==> config.mk <==
export PLATFORM = sky130hd
export DESIGN_NAME = shift_rotate_unit
export DESIGN_NICKNAME = d
export VERILOG_FILES = /design/src/rtl/shift_rotate_unit.sv
export SDC_FILE = /design/constraint.sdc
export NUM_CORES = 1
export LEC_CHECK = 0
export ABC_AREA = 0
export BUFFER_PORTS_ARGS = -buffer_cell sky130_fd_sc_hd__buf_2
export CORE_AREA = 2 2 73 54
export DETAILED_ROUTE_END_ITERATION = 16
export DIE_AREA = 0 0 75 56
export GPL_TIMING_DRIVEN = 1
export SYNTH_ARGS = -nofsm -noshare
export SYNTH_HDL_FRONTEND = slang
export SYNTH_SLANG_ARGS = --single-unit
==> constraint.sdc <==
create_clock -name clock -period 1.95 [get_ports clock]
set_clock_uncertainty 0.2 [all_clocks]
set_input_delay 0.585 -clock clock [delete_from_list [all_inputs] [get_ports clock]]
set_output_delay 0.585 -clock clock [all_outputs]
set_load 0.02 [all_outputs]
==> src/rtl/shift_rotate_unit.sv <==
// shift_rotate_unit: multi-mode shift/rotate register with parallel load and clear.
// Shift and rotate ops advance one bit per clock under a start/busy/done handshake.
module shift_rotate_unit #(
   parameter int unsigned WIDTH = 8,
   parameter int unsigned AW    = $clog2(WIDTH) + 1
) (
   input  logic             clock,
   input  logic             reset,
   input  logic             start,
   input  logic [2:0]       op,
   input  logic [AW-1:0]    amount,
   input  logic [WIDTH-1:0] data_in,
   input  logic             serial_in,
   output logic [WIDTH-1:0] q,
   output logic             serial_out,
   output logic             busy,
   output logic             done
);

   typedef enum logic [2:0] {
      OP_NOP   = 3'b000,
      OP_LOAD  = 3'b001,
      OP_ROL   = 3'b010,
      OP_ROR   = 3'b011,
      OP_LSL   = 3'b100,
      OP_LSR   = 3'b101,
      OP_ASR   = 3'b110,
      OP_CLEAR = 3'b111
   } op_e;

   typedef enum logic {
      IDLE  = 1'b0,
      SHIFT = 1'b1
   } state_e;

   state_e           state, state_n;
   op_e              op_q, op_n;
   op_e              op_in;
   logic [AW-1:0]    cnt, cnt_n;
   logic [AW-1:0]    amount_clamped;
   logic             is_shift_op;
   logic [WIDTH-1:0] q_n;
   logic             serial_out_n;
   logic             busy_n;
   logic             done_n;

   assign op_in = op_e'(op);

   // Decode request: which ops need multi-step execution, and clamp the step count to WIDTH
   always_comb begin
      is_shift_op = 1'b0;
      case (op_in)
         OP_ROL, OP_ROR, OP_LSL, OP_LSR, OP_ASR: is_shift_op = 1'b1;
         default:                                is_shift_op = 1'b0;
      endcase
      amount_clamped = (amount > AW'(WIDTH)) ? AW'(WIDTH) : amount;
   end

   // State register plus all registered outputs; reset wins over any activity
   always_ff @(posedge clock) begin
      if (reset) begin
         state      <= IDLE;
         op_q       <= OP_NOP;
         cnt        <= '0;
         q          <= '0;
         serial_out <= 1'b0;
         busy       <= 1'b0;
         done       <= 1'b0;
      end else begin
         state      <= state_n;
         op_q       <= op_n;
         cnt        <= cnt_n;
         q          <= q_n;
         serial_out <= serial_out_n;
         busy       <= busy_n;
         done       <= done_n;
      end
   end

   // Next-state and next-output logic
   always_comb begin
      state_n      = state;
      op_n         = op_q;
      cnt_n        = cnt;
      q_n          = q;
      serial_out_n = serial_out;
      busy_n       = busy;
      done_n       = 1'b0;

      case (state)
         IDLE: begin
            if (start) begin
               if (is_shift_op && (amount != '0)) begin
                  op_n    = op_in;
                  cnt_n   = amount_clamped;
                  busy_n  = 1'b1;
                  state_n = SHIFT;
               end else begin
                  // Zero-latency ops: NOP and zero-amount shifts leave q alone
                  case (op_in)
                     OP_LOAD:  q_n = data_in;
                     OP_CLEAR: q_n = '0;
                     default:  q_n = q;
                  endcase
                  done_n = 1'b1;
               end
            end
         end

         SHIFT: begin
            case (op_q)
               OP_ROL: begin
                  q_n          = {q[WIDTH-2:0], q[WIDTH-1]};
                  serial_out_n = q[WIDTH-1];
               end
               OP_ROR: begin
                  q_n          = {q[0], q[WIDTH-1:1]};
                  serial_out_n = q[0];
               end
               OP_LSL: begin
                  q_n          = {q[WIDTH-2:0], serial_in};
                  serial_out_n = q[WIDTH-1];
               end
               OP_LSR: begin
                  q_n          = {serial_in, q[WIDTH-1:1]};
                  serial_out_n = q[0];
               end
               OP_ASR: begin
                  q_n          = {q[WIDTH-1], q[WIDTH-1:1]};
                  serial_out_n = q[0];
               end
               default: begin
                  q_n          = q;
                  serial_out_n = serial_out;
               end
            endcase
            cnt_n = cnt - AW'(1);
            if (cnt == AW'(1)) begin
               state_n = IDLE;
               busy_n  = 1'b0;
               done_n  = 1'b1;
            end
         end

         default: state_n = IDLE;
      endcase
   end

endmodule

After elaboration in Yosys (flattened, before gate mapping)

Cells that the tools add are included.

Output and inout port bits: 11
Input port bits: 19
Register bits: 19
Word-level logic and storage cells: 67

Equal/unequal tests: 21
$lt $le $gt $ge: 1
Multiplexer cells: 23
$add $sub $neg: 1
Reductions and logical operators: 12
Bitwise gates (word level): 1

Operator list:

| operator              | number |
|---|---|
| $pmux W8 S5           | 1 |
| $pmux W8 S2           | 2 |
| $eq A3 B3 Y1 const B  | 7 |
| $mux W8               | 2 |
| $eq A3 B2 Y1 const B  | 4 |
| $mux W4               | 3 |
| $mux W1               | 10 |
| $ne A2 B2 Y1 const B  | 4 |
| $pmux W1 S2           | 4 |
| $pmux W4 S2           | 1 |
| $ne A6 B1 Y1 const B  | 1 |
| $reduce_and A3 Y1     | 2 |
| $ne A5 B1 Y1 const B  | 1 |
| $reduce_and A5 Y1     | 1 |
| $reduce_or A5 Y1      | 1 |
| $eq A4 B1 Y1 const B  | 1 |
| $gt A4 B4 Y1 const B  | 1 |
| $reduce_and A2 Y1     | 2 |
| $reduce_and A4 Y1     | 1 |
| $reduce_bool A4 Y1    | 1 |
| $sub A4 B1 Y4 const B | 1 |
| $eq A3 B1 Y1 const B  | 1 |
| $ne A3 B1 Y1 const B  | 1 |
| $reduce_or A3 Y1      | 1 |
| other kinds (5)       | 5 |

Depth between registers and ports, before layout

Depth in word-level cells: 7
Depth in mapped cells: 6
Gate-level depth less buffers: 6

Worst setup path after synthesis

Ideal clock, no wire load.

Path kind: input to register
From: in op[2]
To: reg cnt[0]
Cell stages on the path: 4
Setup time: 134 ps
Required time: 1616 ps
Setup slack: 199 ps
Data arrival time: 1417 ps
Buffers on the path: 0
Path through: and3_4 -> nor4b_4 -> mux2i_1 -> a21oi_1

Word-level cells in the longest chain between the ends: 6
Elaborated cells on any way between the ends: 10
Classes of those cells: eq/ne: 6; mux: 1; reduce/logical: 3

Ends and longest elaborated chain:

| element                                      | RTL line | text |
|---|---|---|
| from (decl)                                  | 10       | `input logic [2:0] op,` |
| $eq A3 B2 Y1 or $eq A3 B3 Y1 (tied branches) | 52       | `case (op_in)` |
| $reduce_or A5 Y1 (*)                         | 52       |  |
| $mux W1 (*)                                  | 52       |  |
| $logic_and A1 B1 Y1 (*)                      | 93       | `if (is_shift_op && (amount != '0)) begin` |
| $ne A2 B2 Y1 (no source line) (*)            | n/a      |  |
| $reduce_and A2 Y1 (no source line) (*)       | n/a      |  |
| to (signal assigned)                         | 72       | `cnt <= cnt_n;` |
| to (decl)                                    | 39       | `logic [AW-1:0] cnt, cnt_n;` |

Mark *: on every way between the ends. The rest lies on a longest branch, timed or not.
A chain may end at the register's enable or synchronous reset.

Final worst setup path

From: reg q[0]
To: out q[0]

RTL lines:

| element                | RTL line | text |
|---|---|---|
| from (decl)            | 14       | `output logic [WIDTH-1:0] q,` |
| from (signal assigned) | 73       | `q <= q_n;` |

No word-level cell between the ends.

==> flow_summary.ini <==
[run_status]
status = finished clean

[worst_setup_path]
end_kind = output pin
max_stage_delay_ps = 480
timing.critical_path.buf_inv = 1
worst-endpoint-required_ps = 1160
cp_cell_sequence = buf_2
cp_max_fo = 7
critPathLaunchType = flip-flop
crit_type = flip-flop to output pin
cpLargestDelayFamily = flip-flops
critical-path-slowest-cell = dfxtp_1
critPathArrivalTime_ps = 970

[synth]
yosysSeqAreaShare_pct = 28.4
synth_seq_cells = 19
synth_top_area_share_pct = 28.4
synth.distinct_cells = 44
synthArstFlopShare_pct = 0
syn-num-nets = 172
synthTopCellsByCount = nor2_1 (20), dfxtp_1 (19), nand2_1 (13), mux2i_1 (10)
yosysMostFrequentCell = nor2_1
avgSynthCellArea_um2 = 8.86
synth-edff-count = 0
synth_area_leaders = dfxtp_1 (28%), mux2i_1 (7.5%), mux2_1 (5.9%)
yosysTopAreaCell = dfxtp_1
syn-cell-area_mm2 = 0.00134
yosysWarnings = 0
synthFlopType = dfxtp_1
synthCells = 151

[route]
drt-initial-drc-count = 88
ant_nets = 0
wl_per_cell_um = 14.6
first_pass_iters = 4
routed_wirelength_mm = 3.42
route.detailed.drc = 0
viasPerCell = 5.48
vias = 1283

[clock_network]
clk_pin_slew_ps = 80
htree_levels = 1
cts.sinks = 19
cts.hold.buffers_added = 0
postCtsSetupBuffers = 0
cts-resized-gates = 0
clk_path_buf_depth = 2
cts_tree = done
cts_made_buffers = 3
insertion_delay_ps = 260
cts-root-buf = clkbuf_8

[global_route]
grt_overflow = 0
grt_pass1_wl_mm = 5.73
antenna_found_initial = 0
grt_max_degree = 20
grt_pass1_vias = 1264
track_usage_pct = 17.3

[floorplanning]
die_w_um = 75
die_area_mm2 = 0.00420
ios = 30
start_util_pct = 38.8
placementRows = 18
core-area_mm2 = 0.00345
die_h_um = 56

[finish]
nets = 206
final_cells = 234
area_delta_synth_final_pct = 20.7
antenna-diode-count = 0
layout-drive-gt1-share_pct = 27.7

[sta]
max_freq_ghz = 0.570
period_share_pct = 89.9
slew_violations = 0
hold_viol = 0
worstMarginPinSlew_ps = 467
setup_viol = 0
slew_headroom_pct = 68.7
post-route-min-period_ps = 1750
whs_ps = 297
rsz0062_at_grt = no
fin_tns_setup_ps = 0

[placed_design]
dp_hpwl_mm = 2.54
dpl.cell_count = 230
gp_congestion = 0.808
port_buffers = 29

[power_and_ir_drop]
p_per_area_mw_per_mm2 = 661
totalPowerFinal_mw = 1.07
ir_drop_uv = 442
p_leak_nw = 0.686

[job]
max-cap-violations = 0

[worst_hold_path]
hold_path_class = flip-flop to flip-flop
metal layers:
metal | vias up | track usage [%] | share of wire (%)
li1 | 640 | - | -
met3 | 2 | 4.53 | 4.2
met4 | 0 | 3.57 | 0.56
met2 | 31 | 28.6 | 49
met1 | 610 | 22.5 | 47
met5 | - | 0 | 0
sequential cells by signal (all words and copies together), names as in the netlist:
signal      flops
serial_out      1
op_q            3
q               8
busy            1
state           1
cnt             4
done            1
placed cells by master, fill, tap and decap left out, types with 3 or more instances in the layout:
cell type  instances
a21oi_1            8
a2bb2oi_1          6
a311oi_1           8
buf_2             29
buf_4              8
clkbuf_8           3
dfxtp_1           19
inv_1              5
mux2_1             7
mux2i_1           10
nand2_1           13
nand3b_1           3
nor2_1            20
o21ai_0            3
power by group:
part	total [mW]	leakage [nW]	switching, mW	internal (mW)
Clock	0.285	0.0228	0.139	0.145
Sequential	0.471	0.156	0.0497	0.422
Combinational	0.311	0.507	0.166	0.145
cells by family after synthesis:
group           after synthesis  synth area share, %
simple gates                 53                 23.5
fa+ha+maj                     2                 1.87
xor+xnor                      3                 2.53
buf+inv                      14                 5.61
compound gates               42                 23.9
flops                        19                 28.4
mux                          18                 14.2
stage by stage:
step / instance area, um^2 / worst slack [ps] / util, %
6_report: 1610 / 196 / 46.8
3_5_place_dp: 1570 / -60.4 / 45.5
5_1_grt: 1610 / 77.1 / 46.8
2_1_floorplan: 1340 / 199 / -
3_3_place_gp: 1570 / -13.8 / 45.5
4_1_cts: 1610 / 208 / 46.8
cell type report:
class	instances	area, um^2
clock buffer	4	45.0
timing repair buffer	38	225
inverter	5	18.8
multi-input combinational	118	882
tap	50	62.6
fill	343	1830
sequential	19	380
final timing paths:
check                     from                    to  slack (ps)  cells after the start
min          busy$_SDFFE_PP0P_     busy$_SDFFE_PP0P_         300                      2
max          q[0]$_SDFFE_PP0P_                  q[0]         200                      1
min reg2reg  busy$_SDFFE_PP0P_     busy$_SDFFE_PP0P_         300                      2
max reg2reg   state$_SDFF_PP0_  op_q[1]$_SDFFE_PP0P_         240                      4
No activity file was read; power rests on OpenSTA's default activity.
